[src/rtl/ucsbece154a_mc_controller.sv]
// Multicycle MIPS control unit: Moore FSM sequencing fetch/decode/execute/memory/writeback,
// with a saturating wait-state counter gating completion of every memory access.
module ucsbece154a_mc_controller #(
    parameter int WAIT_CYCLES = 0,
    parameter int CNT_W       = 4
) (
    input  logic       clk,
    input  logic       reset,
    input  logic [5:0] op_i,
    input  logic [5:0] funct_i,
    input  logic       mem_ready_i,
    output logic       IorD_o,
    output logic       MemWrite_o,
    output logic       IRWrite_o,
    output logic       RegDst_o,
    output logic       MemToReg_o,
    output logic       RegWrite_o,
    output logic       ALUSrcA_o,
    output logic [1:0] ALUSrcB_o,
    output logic [2:0] ALUControl_o,
    output logic [1:0] PCSrc_o,
    output logic       PCWrite_o,
    output logic       Branch_o,
    output logic       BranchZero_o,
    output logic       ZeroExtImm_o,
    output logic       illegal_o,
    output logic [3:0] state_o
);

    typedef enum logic [3:0] {
        FETCH   = 4'd0,
        DECODE  = 4'd1,
        MEMADR  = 4'd2,
        MEMRD   = 4'd3,
        MEMWB   = 4'd4,
        MEMWR   = 4'd5,
        RTYPEEX = 4'd6,
        ALUWB   = 4'd7,
        BRANCH  = 4'd8,
        IMMEX   = 4'd9,
        IMMWB   = 4'd10,
        JUMP    = 4'd11
    } state_t;

    localparam logic [5:0] OP_RTYPE = 6'b000000;
    localparam logic [5:0] OP_LW    = 6'b100011;
    localparam logic [5:0] OP_SW    = 6'b101011;
    localparam logic [5:0] OP_BEQ   = 6'b000100;
    localparam logic [5:0] OP_BNE   = 6'b000101;
    localparam logic [5:0] OP_ADDI  = 6'b001000;
    localparam logic [5:0] OP_ORI   = 6'b001101;
    localparam logic [5:0] OP_J     = 6'b000010;

    localparam logic [5:0] FN_ADD = 6'b100000;
    localparam logic [5:0] FN_SUB = 6'b100010;
    localparam logic [5:0] FN_AND = 6'b100100;
    localparam logic [5:0] FN_OR  = 6'b100101;
    localparam logic [5:0] FN_SLT = 6'b101010;

    localparam logic [CNT_W-1:0] WAIT_C = CNT_W'(WAIT_CYCLES);

    state_t           r_state;
    state_t           w_next;
    logic [CNT_W-1:0] r_cnt;
    logic             w_mem;
    logic             w_done;

    assign w_mem   = (r_state == FETCH) || (r_state == MEMRD) || (r_state == MEMWR);
    assign w_done  = (r_cnt == WAIT_C) && mem_ready_i;
    assign state_o = r_state;

    // Moore decode of the current state; only the fetch strobes also see done
    always_comb begin
        w_next       = r_state;
        IorD_o       = 1'b0;
        MemWrite_o   = 1'b0;
        IRWrite_o    = 1'b0;
        RegDst_o     = 1'b0;
        MemToReg_o   = 1'b0;
        RegWrite_o   = 1'b0;
        ALUSrcA_o    = 1'b0;
        ALUSrcB_o    = 2'b00;
        ALUControl_o = 3'b000;
        PCSrc_o      = 2'b00;
        PCWrite_o    = 1'b0;
        Branch_o     = 1'b0;
        BranchZero_o = 1'b0;
        ZeroExtImm_o = 1'b0;
        illegal_o    = 1'b0;
        case (r_state)
            FETCH: begin
                ALUSrcB_o    = 2'b01;
                ALUControl_o = 3'b010;
                IRWrite_o    = w_done;
                PCWrite_o    = w_done;
                if (w_done) w_next = DECODE;
            end
            DECODE: begin
                ALUSrcB_o    = 2'b11;
                ALUControl_o = 3'b010;
                case (op_i)
                    OP_LW, OP_SW:     w_next = MEMADR;
                    OP_RTYPE:         w_next = RTYPEEX;
                    OP_BEQ, OP_BNE:   w_next = BRANCH;
                    OP_ADDI, OP_ORI:  w_next = IMMEX;
                    OP_J:             w_next = JUMP;
                    default: begin
                        illegal_o = 1'b1;
                        w_next    = FETCH;
                    end
                endcase
            end
            MEMADR: begin
                ALUSrcA_o    = 1'b1;
                ALUSrcB_o    = 2'b10;
                ALUControl_o = 3'b010;
                w_next       = (op_i == OP_SW) ? MEMWR : MEMRD;
            end
            MEMRD: begin
                IorD_o = 1'b1;
                if (w_done) w_next = MEMWB;
            end
            MEMWB: begin
                MemToReg_o = 1'b1;
                RegWrite_o = 1'b1;
                w_next     = FETCH;
            end
            MEMWR: begin
                IorD_o     = 1'b1;
                MemWrite_o = 1'b1;
                if (w_done) w_next = FETCH;
            end
            RTYPEEX: begin
                ALUSrcA_o = 1'b1;
                w_next    = ALUWB;
                case (funct_i)
                    FN_ADD: ALUControl_o = 3'b010;
                    FN_SUB: ALUControl_o = 3'b110;
                    FN_AND: ALUControl_o = 3'b000;
                    FN_OR:  ALUControl_o = 3'b001;
                    FN_SLT: ALUControl_o = 3'b111;
                    default: begin
                        ALUControl_o = 3'b010;
                        illegal_o    = 1'b1;
                        w_next       = FETCH;
                    end
                endcase
            end
            ALUWB: begin
                RegDst_o   = 1'b1;
                RegWrite_o = 1'b1;
                w_next     = FETCH;
            end
            BRANCH: begin
                ALUSrcA_o    = 1'b1;
                ALUControl_o = 3'b110;
                PCSrc_o      = 2'b01;
                Branch_o     = 1'b1;
                BranchZero_o = (op_i == OP_BEQ);
                w_next       = FETCH;
            end
            IMMEX: begin
                ALUSrcA_o = 1'b1;
                ALUSrcB_o = 2'b10;
                if (op_i == OP_ORI) begin
                    ALUControl_o = 3'b001;
                    ZeroExtImm_o = 1'b1;
                end else begin
                    ALUControl_o = 3'b010;
                end
                w_next = IMMWB;
            end
            IMMWB: begin
                RegWrite_o = 1'b1;
                w_next     = FETCH;
            end
            JUMP: begin
                PCSrc_o   = 2'b10;
                PCWrite_o = 1'b1;
                w_next    = FETCH;
            end
            default: w_next = FETCH;
        endcase
    end

    // Counter restarts on every transition and saturates while a memory state is held
    always_ff @(posedge clk or posedge reset) begin
        if (reset) begin
            r_state <= FETCH;
            r_cnt   <= '0;
        end else begin
            r_state <= w_next;
            if (w_next != r_state) begin
                r_cnt <= '0;
            end else if (w_mem && (r_cnt != WAIT_C)) begin
                r_cnt <= r_cnt + CNT_W'(1);
            end
        end
    end

endmodule

[config.mk]
export PLATFORM = sky130hd
export DESIGN_NAME = ucsbece154a_mc_controller
export DESIGN_NICKNAME = d
export VERILOG_FILES = /design/src/rtl/ucsbece154a_mc_controller.sv
export SDC_FILE = /design/constraint.sdc
export NUM_CORES = 1
export LEC_CHECK = 0
export ABC_AREA = 1
export ABC_CLOCK_PERIOD_IN_PS = 4600
export CAP_MARGIN = 15
export CORE_AREA = 2 2 49 51
export DETAILED_ROUTE_END_ITERATION = 8
export DIE_AREA = 0 0 51 53
export HOLD_SLACK_MARGIN = 0.06
export PLACE_DENSITY = 0.88
export SYNTH_ARGS = -nofsm -noshare
export SYNTH_HDL_FRONTEND = slang
export SYNTH_SLANG_ARGS = --single-unit
[constraint.sdc]
create_clock -name clk -period 4.6 [get_ports clk]
set_clock_uncertainty 0.05 [all_clocks]
set_input_delay 0.69 -clock clk [delete_from_list [all_inputs] [get_ports clk]]
set_output_delay 0.69 -clock clk [all_outputs]
set_load 0.02 [all_outputs]
==> flow_summary.ini, run 1 <==
[cts]
clk_pin_slew_ps = 50
cts_max_path_buffers = 2
ctsHoldBuffers = 0
cts.repair.resized = 0
cts_setup_buffers = 0
clk_latency_ps = 240
cts_sinks = 8
cts_tree = yes
cts_max_level = 1
root_buffer = clkbuf_4
numCtsBuffers = 3

[critical_path]
crit_slowest_cell = clkdlybuf4s50_1
cp-endpoint = ALUControl_o[0]
crit_required_ps = 3860
crit_family = buffers and inverters
worstPathArrival_ps = 2450
r2r-start = r_cnt[0]$_DFFE_PP0P_
reg2reg_to = r_cnt[2]$_DFFE_PP0P_
cp.depth = 7
slowest_delay_ps = 620
critPathKind = in -> out
critical_path_buf_inv_count = 2
reg2reg_depth = 11
r2r_slack_ps = 2770
cp_max_fo = 5
cp-start-kind = input port
crit_chain = clkdlybuf4s50_1 > nor2_2 > nand3b_1 > nor2_1 > nor2_1 > o21ai_0 > clkdlybuf4s50_1
startpoint = op_i[4]
worst_setup_path_end_kind = primary output

[synthesis]
synth_nets = 174
synth_top_area_share_pct = 20.8
synth-seq-cells = 8
syn_inst = 157
yosys_warnings = 0
synth_area_um2 = 961
yosysTopAreaCell = dfrtp_1
synth_area_leaders = dfrtp_1 21%, nand2_1 13%, nor2_1 11%
synth-seq-area-share_pct = 20.8
syn_area_per_cell_um2 = 6.12
synth.distinct_cells = 25

[placement]
place_congestion = 0.928
io_buffers = 37
dp_hpwl_mm = 2.18
placed_area_um2 = 1360

[cells_and_area]
area.sequential_um2 = 200
finalInstanceArea_um2 = 1380
drive_gt1_share_pct = 15.8
antennaDiodeCount = 0
area_growth_pct = 43.7
final.fill_count = 204
multi_input_area_um2 = 652
fin_util_pct = 64.3
nets = 215

[floorplanning]
row_count = 17
die-width_um = 51
die-area_um2 = 2700
fp.coreArea_um2 = 2150
io_pins = 38
die_h_um = 53
floorplan.initialDensity_pct = 44.7

[worst_hold_path]
hold_depth = 2
hp-class = reg -> reg

[detailed_routing]
vias_per_cell = 5.19
first_pass_iters = 6
vias = 1162
wirelength_mm = 2.61
drt-initial-drc-count = 47
drc_errors = 0
ant_nets = 0
post_drt_wl_per_cell_um = 11.7

[timing]
drv_slew = 0
rsz0062_at_grt = no
max_slew_margin_pct = 79.8
max_freq_mhz = 314
fin_crit_ps = 3190
fin_setup_tns_ps = 0
worst_pin_slew_ps = 303
setup_violations = 0
hold_viol_final = 0
timing.final.crit_share_pct = 69.3

[global_routing]
grt.total_usage_pct = 21.3
gr-total-overflow = 0
grt_max_degree = 9
grt_pass1_vias = 1069
antenna_found_initial = 0
grt_pass1_wl_mm = 4.44

[power_and_ir_drop]
power_leakage_uw = 0.000684
max-vdd-ir-drop_mv = 0.261
powerDensity_nw_per_um2 = 352

[run_status]
status = completed

[flow_run]
drv_cap = 0
[state kept, by name (all words and copies together), names as in the netlist]
signal,count
r_cnt,4
state_o,4
[cell usage after synthesis, drive strengths merged]
library cell   n
inv           27
nand4          6
xor2           3
nand3         19
nor2          33
a22oi          1
dfrtp          8
a21boi         1
nand3b         1
nand2         42
o211ai         1
o21ai          3
ha             2
o22ai          2
a21oi          1
buf            1
nor3           5
a31oi          1
[worst reg2reg max path: stages (launching register included)]
cell and delay [ps]:
dfrtp_1 410, inv_1 70, ha_1 160, nand3_1 200
nand2_1 150, nand2_1 60, nor2_1 190, nand3_2 110
nand2_1 100, nand2_2 80, nand2_4 110, nor3_2 50
[worst min path at each step]
stage	start	end	slack (ps)
global route	r_cnt[3]$_DFFE_PP0P_	r_cnt[3]$_DFFE_PP0P_	630
floorplan	reset	r_cnt[0]$_DFFE_PP0P_	460
CTS	r_cnt[3]$_DFFE_PP0P_	r_cnt[3]$_DFFE_PP0P_	590
global placement	r_cnt[3]$_DFFE_PP0P_	r_cnt[3]$_DFFE_PP0P_	580
detailed placement	r_cnt[3]$_DFFE_PP0P_	r_cnt[3]$_DFFE_PP0P_	570
finish	r_cnt[3]$_DFFE_PP0P_	r_cnt[3]$_DFFE_PP0P_	590
[placed cells by master (no fill, tap or decap), drive strengths merged, types with 3 or more instances in the layout]
master / netlist / layout
clkdlybuf4s50: 0 / 37
nand3: 19 / 19
dfrtp: 8 / 8
inv: 27 / 27
nor2: 33 / 33
o21ai: 3 / 3
nor3: 5 / 5
nand4: 6 / 6
xor2: 3 / 3
nand2: 42 / 42
clkbuf: 0 / 3
[power by group]
part	switching [uW]	internal (uW)	total [uW]
registers	17.1	78.8	95.8
clock network	19.9	29.6	49.4
logic	204	137	341
[metrics by stage]
step | std cells | total power (uW) | hold WS (ps) | worst slack (ps)
2_1_floorplan | 157 | 309 | 456 | 2060
3_3_place_gp | 221 | 428 | 580 | 1480
3_5_place_dp | 221 | 436 | 569 | 1410
4_1_cts | 224 | 488 | 588 | 1410
5_1_grt | 224 | 524 | 630 | 1270
6_report | 224 | 486 | 594 | 1410
[metal layers]
metal | track usage [%] | part of all wire (%) | vias up
li1 | - | - | 584
met1 | 27.0 | 43 | 511
met2 | 35.7 | 48 | 61
met3 | 1.98 | 7.3 | 6
met4 | 11.7 | 1.7 | 0
met5 | 0 | 0 | -
[cell type report]
class | instances | area share [%]
multi-input cells | 121 | 47.2
repair buffers | 37 | 26.8
flip-flops and latches | 8 | 14.5
inverters | 27 | 7.34
well taps | 28 | 2.54
clock buffers | 3 | 1.63
[logic make-up after synthesis]
logic type               after synthesis  share of synthesized area, %
AND/OR/NAND/NOR                      106                          56.1
buffers and inverters                 28                          11.3
AO/OA/AOI/OAI                         10                          6.38
flip-flops                             8                          20.8
XOR/XNOR                               3                          2.73
adder cells (fa/ha/maj)                2                          2.60
No activity file was read; power rests on OpenSTA's default activity.
==> run 2: changes to the inputs <==
- ABC_CLOCK_PERIOD_IN_PS: 4600 -> 2700
- CORE_AREA: 2 2 49 51 -> 2 2 53 55
- DIE_AREA: 0 0 51 53 -> 0 0 55 57
- PLACE_DENSITY: 0.88 -> 0.8
- clock period: 4.6 -> 2.7 ns (I/O delays scaled with it)
==> run 2 against run 1 <==
Against the previous run: clock power rose by 82%; first-iteration DRC count fell by 28%; register-to-register slack worse by 1900 ps; largest power group unchanged; sequential power is 69% higher; count of clock-buffer cells in the layout did not move; wire length decreased by 7.1%; sequential share of layout area shrank 0.22 points; global-route usage down 4.7 points.
==> flow_summary.ini, run 2 (synthesis results as in run 1) <==
[run_status]
status = completed

[floorplanning]
floorplan.initialDensity_pct = 36.7
die-area_um2 = 3140
die_h_um = 57
fp.coreArea_um2 = 2620
io_pins = 38
die-width_um = 55
row_count = 19

[timing]
max_freq_mhz = 391
fin_crit_ps = 2550
max_slew_margin_pct = 80.7
setup_slack_ps = 145
drv_slew = 0
timing.final.crit_share_pct = 94.6
hold_viol_final = 0
setup_violations = 0
rsz0062_at_grt = no
fin_setup_tns_ps = 0
worst_pin_slew_ps = 290

[placement]
placed_cells = 226
dp_slack_ps = 84.6
placed_area_um2 = 1380
dp_hpwl_mm = 2.05
io_buffers = 37
place_congestion = 0.917

[cts]
numCtsBuffers = 3
root_buffer = clkbuf_4
clk_latency_ps = 250
clk_pin_slew_ps = 50
cts_tree = yes
cts_sinks = 8
cts_max_path_buffers = 2
cts_setup_buffers = 0
cts_max_level = 1
ctsHoldBuffers = 0

[global_routing]
grt_pass1_vias = 1003
grt_max_degree = 9
grt.total_usage_pct = 16.6
gr-total-overflow = 0
grt_pass1_wl_mm = 4.00
antenna_found_initial = 0

[power_and_ir_drop]
max-vdd-ir-drop_mv = 0.470
power_leakage_uw = 0.000713
power_uw = 831
powerDensity_nw_per_um2 = 592

[cells_and_area]
multi_input_area_um2 = 652
drive_gt1_share_pct = 16.7
fin_cells = 229
nets = 217
area.sequential_um2 = 200
finalInstanceArea_um2 = 1400
final.fill_count = 250
final_cell_mix = 36 x clkdlybuf4s50_1, 32 x nand2_1, 27 x nor2_1
area_growth_pct = 46.0
layout_commonest_cell = clkdlybuf4s50_1
antennaDiodeCount = 0

[detailed_routing]
met2_length_mm = 1.14
m1WireLength_mm = 1.12
drt-initial-drc-count = 34
drc_errors = 0
wirelength_mm = 2.43
post_drt_wl_per_cell_um = 10.6
vias_per_cell = 4.88
first_pass_iters = 4
routed.top_layer = met4
ant_nets = 0
wl_met3_um = 149
vias = 1118

[critical_path]
cp_max_fo = 5
r2r_slack_ps = 900
r2r-start = r_cnt[0]$_DFFE_PP0P_
reg2reg_to = r_cnt[3]$_DFFE_PP0P_
crit_required_ps = 2250
reg2reg_depth = 11
worst_setup_path_end_kind = primary output
cp-start-kind = input port
critPathKind = in -> out
worstPathArrival_ps = 2100

[worst_hold_path]
hp-class = in -> async

[flow_run]
drv_cap = 0
run 2: cell types whose count changed in the layout (fill, tap and decap cells not counted), sizes merged:
cell / delta
buf: +2
clkdlybuf4s50: -1
dlymetal6s2s: +1
run 2: critical path, stage by stage:
cell             delay, ps
clkdlybuf4s50_1        510
nor2_2                  80
nand3b_1               150
nand4_1                160
o22ai_1                170
clkdlybuf4s50_1        630
run 2: worst max path at each step:
| stage | from | endpoint | slack [ps] |
|---|---|---|---|
| after floorplan | state_o[3]$_DFF_PP0_ | BranchZero_o | 440 |
| after global placement | op_i[4] | ALUControl_o[0] | 140 |
| after detailed placement | op_i[4] | ALUControl_o[0] | 80 |
| after CTS | op_i[4] | ALUControl_o[0] | 100 |
| after global routing | state_o[3]$_DFF_PP0_ | BranchZero_o | 50 |
| final | op_i[5] | illegal_o | 150 |
run 2: area by class of cell:
class | instances | area share [%]
well taps | 31 | 2.77
multi-input cells | 121 | 46.5
flip-flops and latches | 8 | 14.3
repair buffers | 39 | 27.7
inverters | 27 | 7.23
clock buffers | 3 | 1.61
run 2: metal layers:
metal / global-route usage [%] / vias to the layer above
met5: 0 / -
met1: 22.6 / 491
met3: 1.83 / 4
li1: - / 585
met2: 27.6 / 38
met4: 4.18 / 0
run 2: stage by stage:
stage                     hold slack [ps]  utilization, %
after floorplan                       171               -
after global placement                576            52.7
after detailed placement              579            52.7
after CTS                             339            53.5
after global routing                  361            53.6
final                                 329            53.6
run 2: report_power, final:
part	switching (uW)	total (uW)	internal, uW
sequential	27.5	162	134
combinational	344	579	235
clock	39.0	89.7	50.7
run 2: timing repair:
action	in CTS	in global routing
endpoints found under the hold margin	0	0
setup endpoints to repair	0	1
gates resized for setup	0	1
